===== src/rtl/alu_pkg.sv =====
// rtl/alu_pkg.sv - opcode encodings and status flag vector for alu_8bit
package alu_pkg;

  localparam logic [4:0] OP_ADD  = 5'h00;
  localparam logic [4:0] OP_ADC  = 5'h01;
  localparam logic [4:0] OP_SUB  = 5'h02;
  localparam logic [4:0] OP_SBB  = 5'h03;
  localparam logic [4:0] OP_INC  = 5'h04;
  localparam logic [4:0] OP_DEC  = 5'h05;
  localparam logic [4:0] OP_AND  = 5'h06;
  localparam logic [4:0] OP_OR   = 5'h07;
  localparam logic [4:0] OP_XOR  = 5'h08;
  localparam logic [4:0] OP_NOT  = 5'h09;
  localparam logic [4:0] OP_NAND = 5'h0A;
  localparam logic [4:0] OP_NOR  = 5'h0B;
  localparam logic [4:0] OP_XNOR = 5'h0C;
  localparam logic [4:0] OP_SHL  = 5'h0D;
  localparam logic [4:0] OP_SHR  = 5'h0E;
  localparam logic [4:0] OP_ASR  = 5'h0F;
  localparam logic [4:0] OP_ROL  = 5'h10;
  localparam logic [4:0] OP_ROR  = 5'h11;
  localparam logic [4:0] OP_CMP  = 5'h12;
  localparam logic [4:0] OP_PASA = 5'h13;
  localparam logic [4:0] OP_PASB = 5'h14;
  localparam logic [4:0] OP_NEG  = 5'h15;

  typedef struct packed {
    logic carry;
    logic borrow;
    logic zero;
    logic negative;
    logic overflow;
  } alu_flags_t;

endpackage


===== src/rtl/alu_datapath.sv =====
// rtl/alu_datapath.sv - combinational next-result and flag generation
module alu_datapath
  import alu_pkg::*;
(
  input  logic [4:0] opcode,
  input  logic [7:0] operand_a,
  input  logic [7:0] operand_b,
  input  logic       carry_in,
  input  logic       borrow_in,
  output logic [7:0] result,
  output alu_flags_t flags,
  output logic       result_write
);

  logic [7:0] x;
  logic [7:0] y;
  logic       cb;
  logic       is_add;
  logic       is_sub;
  logic [8:0] sum9;
  logic [8:0] diff9;
  logic [7:0] res;
  logic       c;
  logic       bo;
  logic       v;

  // All arithmetic ops share one adder and one subtractor; NEG is 0 - A.
  always_comb begin
    x      = operand_a;
    y      = 8'h00;
    cb     = 1'b0;
    is_add = 1'b0;
    is_sub = 1'b0;
    case (opcode)
      OP_ADD:  begin y = operand_b; is_add = 1'b1; end
      OP_ADC:  begin y = operand_b; cb = carry_in; is_add = 1'b1; end
      OP_SUB:  begin y = operand_b; is_sub = 1'b1; end
      OP_SBB:  begin y = operand_b; cb = borrow_in; is_sub = 1'b1; end
      OP_INC:  begin y = 8'h01; is_add = 1'b1; end
      OP_DEC:  begin y = 8'h01; is_sub = 1'b1; end
      OP_CMP:  begin y = operand_b; is_sub = 1'b1; end
      OP_NEG:  begin x = 8'h00; y = operand_a; is_sub = 1'b1; end
      default: ;
    endcase
  end

  assign sum9  = {1'b0, x} + {1'b0, y} + {8'h00, cb};
  assign diff9 = {1'b0, x} - {1'b0, y} - {8'h00, cb};

  always_comb begin
    res = 8'h00;
    c   = 1'b0;
    bo  = 1'b0;
    v   = 1'b0;
    if (is_add) begin
      res = sum9[7:0];
      c   = sum9[8];
      v   = (x[7] == y[7]) && (res[7] != x[7]);
    end else if (is_sub) begin
      res = diff9[7:0];
      bo  = diff9[8];
      v   = (x[7] != y[7]) && (res[7] != x[7]);
    end else begin
      case (opcode)
        OP_AND:  res = operand_a & operand_b;
        OP_OR:   res = operand_a | operand_b;
        OP_XOR:  res = operand_a ^ operand_b;
        OP_NOT:  res = ~operand_a;
        OP_NAND: res = ~(operand_a & operand_b);
        OP_NOR:  res = ~(operand_a | operand_b);
        OP_XNOR: res = ~(operand_a ^ operand_b);
        OP_SHL:  begin res = {operand_a[6:0], 1'b0};         c = operand_a[7]; end
        OP_SHR:  begin res = {1'b0, operand_a[7:1]};         c = operand_a[0]; end
        OP_ASR:  begin res = {operand_a[7], operand_a[7:1]}; c = operand_a[0]; end
        OP_ROL:  begin res = {operand_a[6:0], operand_a[7]}; c = operand_a[7]; end
        OP_ROR:  begin res = {operand_a[0], operand_a[7:1]}; c = operand_a[0]; end
        OP_PASA: res = operand_a;
        OP_PASB: res = operand_b;
        default: res = 8'h00;
      endcase
    end
  end

  assign result         = res;
  assign flags.carry    = c;
  assign flags.borrow   = bo;
  assign flags.zero     = (res == 8'h00);
  assign flags.negative = res[7];
  assign flags.overflow = v;
  assign result_write   = (opcode != OP_CMP);

endmodule


===== src/rtl/alu_8bit.sv =====
// rtl/alu_8bit.sv - 8-bit ALU with edge-detected launch and registered outputs
module alu_8bit
  import alu_pkg::*;
(
  input  logic       clk,
  input  logic       rst,
  input  logic [4:0] opcode,
  input  logic [7:0] operand_A,
  input  logic [7:0] operand_B,
  input  logic       enable,
  input  logic       input_ready,
  input  logic       carry_in,
  input  logic       borrow_in,
  output logic [7:0] result_out,
  output logic       carry_out,
  output logic       borrow_out,
  output logic       zero,
  output logic       negative,
  output logic       overflow,
  output logic       result_ready
);

  logic       ir_q;
  logic       armed;
  logic       launch;
  logic [7:0] dp_result;
  alu_flags_t dp_flags;
  logic       dp_write;
  logic [7:0] result_q;
  alu_flags_t flags_q;

  alu_datapath u_datapath (
    .opcode       (opcode),
    .operand_a    (operand_A),
    .operand_b    (operand_B),
    .carry_in     (carry_in),
    .borrow_in    (borrow_in),
    .result       (dp_result),
    .flags        (dp_flags),
    .result_write (dp_write)
  );

  // armed blocks a launch from an input_ready level that was already high
  // across reset; it is set once input_ready has been seen low.
  assign launch = input_ready & ~ir_q & enable & armed;

  always_ff @(posedge clk) begin
    if (!rst) begin
      ir_q         <= 1'b0;
      armed        <= ~input_ready;
      result_q     <= 8'h00;
      flags_q      <= '0;
      result_ready <= 1'b0;
    end else begin
      ir_q         <= input_ready;
      result_ready <= launch;
      if (!input_ready) begin
        armed <= 1'b1;
      end
      if (launch) begin
        flags_q <= dp_flags;
        if (dp_write) begin
          result_q <= dp_result;
        end
      end
    end
  end

  assign result_out = result_q;
  assign carry_out  = flags_q.carry;
  assign borrow_out = flags_q.borrow;
  assign zero       = flags_q.zero;
  assign negative   = flags_q.negative;
  assign overflow   = flags_q.overflow;

endmodule


===== config.mk =====
export PLATFORM = sky130hd
export DESIGN_NAME = alu_8bit
export DESIGN_NICKNAME = d
export VERILOG_FILES = /design/src/rtl/alu_pkg.sv /design/src/rtl/alu_datapath.sv /design/src/rtl/alu_8bit.sv
export SDC_FILE = /design/constraint.sdc
export NUM_CORES = 1
export LEC_CHECK = 0
export ABC_AREA = 1
export CAP_MARGIN = 20
export CORE_MARGIN = 2
export CORE_UTILIZATION = 47
export DETAILED_ROUTE_END_ITERATION = 16
export DONT_BUFFER_PORTS = 1
export GPL_TIMING_DRIVEN = 0
export PLACE_DENSITY = 0.62
export SETUP_SLACK_MARGIN = 0.5
export SLEW_MARGIN = 15
export SYNTH_ARGS = -nofsm -noshare
export SYNTH_HDL_FRONTEND = slang
export SYNTH_SLANG_ARGS = --single-unit

===== constraint.sdc =====
create_clock -name clk -period 4.91 [get_ports clk]
set_clock_uncertainty 0.05 [all_clocks]
set_input_delay 0.982 -clock clk [delete_from_list [all_inputs] [get_ports clk]]
set_output_delay 0.982 -clock clk [all_outputs]
set_load 0.01 [all_outputs]

==> impl_metrics.yaml, run 1 <==
timing:
  slew_headroom: 0.560
  tns_ps: 0
  holdWs_ps: 474
  rsz0062_at_grt: "false"
  finalMaxSlewViolations: 0
  worst_slew_pin_slew_ps: 658
  finalCriticalPeriod_ps: 3980
  final-setup-viol-count: 0
  max_freq_mhz: 251
  period_share: 0.810
  hold_viol_final: 0
pwr:
  power_w: 0.000473
  p_leak_nw: 1.74
  p_per_area_nw_per_um2: 151
  max-vdd-ir-drop_mv: 0.194
logic_synthesis:
  syn_area_per_cell_um2: 5.63
  seq_area_frac_synth: 0.111
  ys_types: 37
  syn_inst: 527
  synth_area_um2: 2970
  syn_nets: 593
  yosysWarnings: 0
  yosysTopAreaCell: "nand2_1"
  synthTopCellsByArea: "nand2_1, ha_1, inv_1"
  synth-seq-cells: 16
  yosysTopAreaCellShare: 0.185
route:
  via_per_inst: 5.44
  drc: 0
  postRouteWirelength_um: 8940
  vias: 3297
  first_pass_iters: 5
  drtIter0Drc: 170
  wl_per_cell_um: 14.7
  ant_nets: 0
layout:
  layout.nets: 598
  nFillCells: 676
  drive_gt1_frac: 0.0565
  diodes: 0
  syn2layout_area_growth_pct: 5.60
  final_cell_area_um2: 3140
grt:
  globalRouteTotalUtil: 0.258
  antenna_found_initial: 0
  grt_pass1_wl_um: 14900
  grt-ovfl-total: 0
  grt_pass1_vias: 3094
  grt_max_degree: 11
setup_path:
  end_kind: "flip-flop"
  start_kind: "input pin"
  crit_fanout: 10
  crit_type: "input pin to flip-flop"
  cp.arrival_ps: 4060
  worstPathRequired_ps: 4990
clocking:
  cts_tree: "built"
  cts_buffer_depth: 2
  htree_num_levels: 1
  cts_made_buffers: 3
  cts_sinks: 16
  clk_pin_slew_ps: 60
  post_cts_buffers: 0
  cts-root-buf: "clkbuf_8"
  clk_latency_ps: 240
worst_hold_path:
  hold_path_class: "flip-flop to flip-flop"
floorplanning:
  dieArea_um2: 6970
  fp-row-count: 28
  start_util: 0.493
  core_um2: 6030
  ios: 41
  die_w_um: 83.5
  die_y_um: 83.5
place:
  dpl_cell_area_um2: 3060
  place_congestion: 0.935
  port_buffers: 0
  dp.final_hpwl_um: 7400
flow_run:
  cap_viol_max_count: 0
status:
  outcome: "finished clean"
where the power goes:
group | switching [W] | internal [W] | leakage (nW)
logic | 0.000142 | 0.0000713 | 1.58
registers | 0.00000688 | 0.000138 | 0.132
clock network | 0.0000432 | 0.0000710 | 0.0288
stage by stage:
stage,std cells,setup WS [ps],util
after CTS,606,674,0.517
after detailed placement,602,430,0.508
final,606,933,0.520
after global placement,602,451,0.508
after global routing,606,551,0.520
after floorplan,527,1180,-
cell families after synthesis:
logic type | synth area share
AND/OR/NAND/NOR | 0.421
buffers and inverters | 0.145
AO/OA/AOI/OAI | 0.134
flip-flops | 0.111
adder cells (fa/ha/maj) | 0.174
XOR/XNOR | 0.0147
cells in the final DEF, fill, tap and decap left out, types with 2 or more instances in the layout:
| cell type | netlist | routed |
|---|---|---|
| clkbuf_8 | 0 | 4 |
| nand3_2 | 5 | 4 |
| dfxtp_1 | 15 | 15 |
| nand4_1 | 17 | 17 |
| o21ai_0 | 19 | 19 |
| nand3_1 | 41 | 41 |
| fa_1 | 4 | 4 |
| o211ai_1 | 5 | 5 |
| inv_2 | 4 | 5 |
| o22ai_1 | 13 | 12 |
| a31oi_1 | 2 | 2 |
| buf_2 | 5 | 5 |
| nor2_2 | 2 | 3 |
| nor2_1 | 62 | 61 |
| nand3b_1 | 3 | 3 |
| ha_1 | 35 | 35 |
| o21bai_1 | 2 | 2 |
| o21ai_1 | 5 | 5 |
| or2_2 | 3 | 3 |
| xor2_1 | 4 | 4 |
| or2_0 | 2 | 2 |
| a21oi_1 | 19 | 19 |
| nand2_1 | 146 | 146 |
| inv_1 | 99 | 98 |
area by class of cell:
type | count | area [um2] | area share
Inverter | 103 | 387 | 0.123
Sequential cell | 16 | 330 | 0.105
Tap cell | 75 | 93.8 | 0.0299
Multi-Input combinational cell | 399 | 2220 | 0.709
Clock buffer | 4 | 55.1 | 0.0176
Buffer | 9 | 45.0 | 0.0144
layer usage:
metal | GRT usage | vias to the layer above | share of wire
li1 | - | 1686 | -
met1 | 0.376 | 1493 | 0.49
met2 | 0.428 | 110 | 0.43
met3 | 0.0208 | 8 | 0.070
met4 | 0.0279 | 0 | 0.0086
met5 | 0 | - | 0
critical path, cell delays in order:
cell      delay [ps]
buf_4            140
inv_2             70
nor2_2           220
nand3_4          210
clkbuf_2         260
o22ai_1          280
ha_1             300
inv_1            170
ha_1             320
nand2_1          110
inv_1             40
a21oi_1          130
nand2_1          120
nand2_1           90
nand3_1           80
and2_1           180
or2_1            200
nand4_1           70
a21oi_1           70
path summary, 6_finish.rpt:
kind | start | to | slack, ps | depth (start not counted)
hold reg to reg | borrow_out | borrow_out | 470 | 2
setup / recovery | opcode[0] | overflow | 930 | 19
hold / removal | borrow_out | borrow_out | 470 | 2
setup reg to reg | armed | result_out[0] | 2790 | 8
registers in the layout (all words and copies together), names as in the netlist:
register and flops:
armed 1, borrow_out 1, carry_out 1, ir_q 1, negative 1, overflow 1, result_out 8, result_ready 1
zero 1
timing repair:
item	CTS	global route
hold buffers	0	0
resized for setup	0	6
setup endpoints to repair	0	6
Yosys cell counts (all sizes together):
cell and number:
xor2 4, o211ai 5, fa 4, clkbuf 2
a32o 1, nor3 1, nor2 65, xnor2 1
a41oi 1, nor3b 1, o21bai 2, a21o 1
ha 35, nand3 46, or2 6, and2 1
o21ai 24, a21oi 19, nand2 146, edfxtp 1
o22ai 13, dfxtp 15, inv 103, nand4 17
a31oi 2, o221ai 1, nand3b 3, buf 7
Note: power is estimated with default switching activity, not from simulation.
==> run 2, diff against run 1 <==
==> constraint.sdc (replaced) <==
create_clock -name clk -period 3.81 [get_ports clk]
set_clock_uncertainty 0.05 [all_clocks]
set_input_delay 0.762 -clock clk [delete_from_list [all_inputs] [get_ports clk]]
set_output_delay 0.762 -clock clk [all_outputs]
set_load 0.01 [all_outputs]
==> impl_metrics.yaml, run 2 (synthesis gave the netlist of run 1 again) <==
status:
  outcome: "finished clean"
place:
  port_buffers: 0
  dp_cells: 602
  place_congestion: 0.922
  dp.final_hpwl_um: 7620
pwr:
  max-vdd-ir-drop_mv: 0.242
  p_seq_frac: 0.279
  p_int_w: 0.000397
  p_leak_nw: 1.86
  clkPwrFrac: 0.218
  p_per_area_nw_per_um2: 189
  p_comb_frac: 0.502
  p_sw_frac: 0.408
  p_switching_w: 0.000273
setup_path:
  crit_fanout: 9
  start_kind: "input pin"
  critPathSlowestCell: "fa_2"
  crit_type: "input pin to flip-flop"
  regToRegEndpoint: "result_out[0]"
  end_kind: "flip-flop"
  crit_top_cell: "buf_4"
  critPathMaxStageDelay_ps: 410
  r2r-start: "armed"
  timing.reg2reg.setup_slack_ps: 1790
  cp.arrival_ps: 3400
  worstPathRequired_ps: 3950
  rr_worst_depth: 8
  path_cells: "buf_6 > inv_8 > nand3_4 > nor2_4 > buf_4 > a32o_2 > buf_4 > fa_2 > fa_2 > nand4_1 > nand3_2 > nand2_1 > nor3b_4 > nor2_4 > buf_4 > nand2_1 > o211ai_1 > inv_1"
layout:
  largest_register_ffs: 8
  stdcell_count: 621
  nFillCells: 632
  diodes: 0
  layout.nets: 613
  mostFrequentLayoutCell: "nand2_1"
  most-common-layout-cells: "nand2_1, inv_1, nor2_1"
  fin_util: 0.590
  drive_gt1_frac: 0.152
  syn2layout_area_growth_pct: 19.7
timing:
  rsz0062_at_grt: "true"
  finalCriticalPeriod_ps: 3260
  slew_headroom: 0.487
  period_share: 0.855
  holdWs_ps: 469
  worst_slew_pin_slew_ps: 767
  max_freq_mhz: 307
  final-setup-viol-count: 0
  hold_viol_final: 0
  finalMaxSlewViolations: 0
clocking:
  clk_latency_ps: 240
  hold_buffers: 0
  clk_pin_slew_ps: 60
  cts_buffer_depth: 2
  cts-root-buf: "clkbuf_8"
  cts_sinks: 16
  cts_made_buffers: 3
  htree_num_levels: 1
  cts_tree: "built"
route:
  drtIter0Drc: 251
  postRouteWirelength_um: 9650
  vias: 3409
  via_per_inst: 5.49
  ant_nets: 0
  drc: 0
  first_pass_iters: 5
  wl_per_cell_um: 15.5
grt:
  globalRouteTotalUtil: 0.265
  grt_max_degree: 11
  grt_pass1_wl_um: 15200
  antenna_found_initial: 0
  grt-ovfl-total: 0
  grt_pass1_vias: 3080
worst_hold_path:
  hold_depth: 2
  min_to: "zero"
  hold_start: "zero"
  hold_path_class: "flip-flop to flip-flop"
floorplanning:
  die_w_um: 83.5
  start_util: 0.493
  core_um2: 6030
  fp-row-count: 28
  ios: 41
  dieArea_um2: 6970
  die_y_um: 83.5
flow_run:
  cap_viol_max_count: 0
run 2: cell types whose count changed in the layout (fill, tap and decap cells not counted), moves of 4 or more:
cell / previous run / this run
buf_4: 1 / 16
nor2_1: 61 / 53
nand2_1: 146 / 139
ha_1: 35 / 29
nand2_2: 0 / 6
nor2_4: 1 / 7
ha_4: 0 / 5
o22ai_4: 0 / 5
fa_1: 4 / 0
fa_2: 0 / 4
o22ai_1: 12 / 8
run 2: worst max path at each step:
stage	startpoint	to	slack, ps	cells past startpoint
2_1_floorplan	opcode[0]	overflow	510	20
3_3_place_gp	opcode[0]	zero	-50	23
3_5_place_dp	opcode[0]	zero	-50	23
4_1_cts	opcode[0]	zero	500	23
5_1_grt	opcode[4]	result_out[6]	440	18
6_report	opcode[4]	result_out[6]	550	18
run 2: what timing repair did:
| action | 4_1_cts | 5_1_grt |
|---|---|---|
| gates cloned | 0 | 0 |
| gates resized for setup | 28 | 36 |
| pin swaps | 13 | 16 |
| setup buffers | 3 | 12 |
| setup endpoints to repair | 9 | 10 |
run 2: through the flow:
step	power, W	worst slack (ps)	cell area (um2)	setup TNS [ps]
floorplan	0.000401	505	3010	0
global placement	0.000462	-46.8	3100	-46.8
detailed placement	0.000465	-54.6	3100	-54.6
CTS	0.000633	500	3330	0
global route	0.000721	436	3550	0
finish	0.000671	552	3550	0
run 2: final cells by class:
cell class              count  area [um2]  area share
flip-flops and latches     16         330      0.0929
repair buffers             15         113      0.0317
plain buffers               9        67.6      0.0190
inverters                 103         404       0.114
clock buffers               4        55.1      0.0155
well taps                  75        93.8      0.0264
multi-input cells         399        2490       0.701
run 2: worst max-delay path: cells and delay by family:
kind	cells	cell delay [ps]
fa+ha+maj	2	790
compound gates	2	350
buf+inv	6	650
simple gates	8	840
run 2: layer usage:
layer	routed length (um)	vias to the layer above	global-route usage
li1	-	1730	-
met1	4660	1566	0.389
met2	4380	107	0.436
met3	535	6	0.0208
met4	78	0	0.0352
met5	0	-	0
run 2: power groups by stage:
stage	clock network [W]	logic, W	registers (W)
floorplan	0	0.000211	0.000189
global placement	0	0.000271	0.000191
detailed placement	0	0.000274	0.000191
CTS	0.000148	0.000297	0.000188
global route	0.000155	0.000378	0.000188
finish	0.000146	0.000337	0.000187
==> run 3, diff against run 2 <==
--- a/config.mk
+++ b/config.mk
@@ -6,13 +6,14 @@
 export NUM_CORES = 1
 export LEC_CHECK = 0
 export ABC_AREA = 1
-export CAP_MARGIN = 20
+export CELL_PAD_IN_SITES_DETAIL_PLACEMENT = 1
+export CELL_PAD_IN_SITES_GLOBAL_PLACEMENT = 2
 export CORE_MARGIN = 2
-export CORE_UTILIZATION = 47
+export CORE_UTILIZATION = 33
 export DETAILED_ROUTE_END_ITERATION = 16
 export DONT_BUFFER_PORTS = 1
 export GPL_TIMING_DRIVEN = 0
-export PLACE_DENSITY = 0.62
+export PLACE_DENSITY = 0.81
 export SETUP_SLACK_MARGIN = 0.5
 export SLEW_MARGIN = 15
 export SYNTH_ARGS = -nofsm -noshare
==> impl_metrics.yaml, run 3 (synthesis gave the netlist of run 1 again) <==
grt:
  grt-ovfl-total: 0
  grt_pass1_wl_um: 18400
  grt_pass1_vias: 3590
  antenna_found_initial: 0
  top_usage_layer: "met2"
  grt_max_degree: 11
  use_met2: 0.398
  globalRouteTotalUtil: 0.234
  use_met1: 0.324
  use_met3: 0.0191
layout:
  syn2layout_area_growth_pct: 27.0
  drive_gt1_frac: 0.204
  most-common-layout-cells: "nand2_1, inv_1, nor2_1"
  fin_util: 0.432
  largest_register_ffs: 8
  mostFrequentLayoutCell: "nand2_1"
  stdcell_count: 661
  diodes: 0
  layout.nets: 620
setup_path:
  timing.reg2reg.setup_slack_ps: 1690
  worstPathRequired_ps: 3900
  cp.arrival_ps: 3320
  end_kind: "flip-flop"
  crit_top_cell: "nand2_2"
  path_cells: "buf_12 > inv_8 > nand3_4 > nor2_4 > nor2_4 > nand2_2 > clkinv_4 > o22ai_4 > ha_4 > inv_4 > ha_4 > nand2_2 > inv_1 > a21oi_2 > nand2_2 > nand2_2 > nand3_2 > and2_1 > or2_1 > nand4_1 > a21oi_1"
  crit_family: "simple AND/OR/NAND/NOR gates"
  crit_type: "input pin to flip-flop"
  crit_buf_inv: 5
  start_kind: "input pin"
  critPathSlowestCell: "ha_4"
  critPathMaxStageDelay_ps: 260
  crit_fanout: 7
pwr:
  p_per_area_nw_per_um2: 184
  power_w: 0.000695
  max-vdd-ir-drop_mv: 0.103
  p_leak_nw: 1.92
place:
  pre_cts_slack_ps: -222
  place_congestion: 0.894
  dp.final_hpwl_um: 9140
  dp_cells: 635
  port_buffers: 0
timing:
  final-setup-viol-count: 0
  setup_ws_ps: 576
  worst_slew_pin_slew_ps: 818
  finalMaxSlewViolations: 0
  slew_headroom: 0.452
  finalCriticalPeriod_ps: 3230
  rsz0062_at_grt: "true"
  period_share: 0.849
  max_freq_mhz: 309
  hold_viol_final: 0
clocking:
  cts_made_buffers: 3
  clk_latency_ps: 250
  cts_buffer_depth: 2
  cts_sinks: 16
  clk_pin_slew_ps: 60
  cts_tree: "built"
  cts-root-buf: "clkbuf_8"
  htree_num_levels: 1
floorplanning:
  ios: 41
  die_w_um: 98.9
  fp-row-count: 34
  start_util: 0.340
  die_y_um: 98.9
  core_um2: 8720
  dieArea_um2: 9770
route:
  wl_per_cell_um: 17.7
  vias: 3508
  drc: 0
  first_pass_iters: 4
  via_per_inst: 5.31
  postRouteWirelength_um: 11700
  ant_nets: 0
  drtIter0Drc: 211
status:
  outcome: "finished clean"
worst_hold_path:
  hold_path_class: "flip-flop to flip-flop"
flow_run:
  cap_viol_max_count: 0
## run 3: path summary, 6_finish.rpt
check,start,endpoint,cells past startpoint
max,opcode[4],overflow,21
max reg2reg,armed,result_out[0],8
min,borrow_out,borrow_out,2
min reg2reg,borrow_out,borrow_out,2
## run 3: per-stage QoR
step	cell area [um2]	hold WS [ps]	TNS, ps
finish	3770	471	0
floorplan	3010	440	0
global route	3770	512	0
global placement	3140	459	-535
CTS	3460	474	0
detailed placement	3140	465	-681
## run 3: cell type report
class,instances,area (um2)
Fill cell,1153,4950
Multi-Input combinational cell,399,2590
Inverter,103,407
Sequential cell,16,330
Timing Repair Buffer,22,169
Tap cell,108,135
Buffer,9,95.1
Clock buffer,4,45.0
## run 3: worst register-to-register path: stages, from the launching register on
cell and delay, ps:
edfxtp_1 320, nand2_1 60, nor3_2 420, inv_1 230
a21oi_1 400, buf_2 290, nand3_1 100, o211ai_1 90
inv_1 50
## run 3: routing by layer
layer  part of all wire  vias up
li1                   -     1743
met1               0.46     1671
met2               0.47       76
met3              0.052       18
met4              0.018        0
met5                  0        -
## run 3: what timing repair did
item	4_1_cts	5_1_grt
buffers inserted	4	17
gates resized for setup	42	54
hold buffers	0	0
endpoints found under the setup margin	9	10
gates cloned	0	1
pin swaps	11	38
## run 3: power by group
part,total [W],leakage (nW),internal [W],switching [W]
Sequential,0.000187,0.132,0.000178,0.00000902
Clock,0.000129,0.0228,0.0000740,0.0000547
Combinational,0.000378,1.76,0.000145,0.000233
Total,0.000695,1.92,0.000398,0.000297
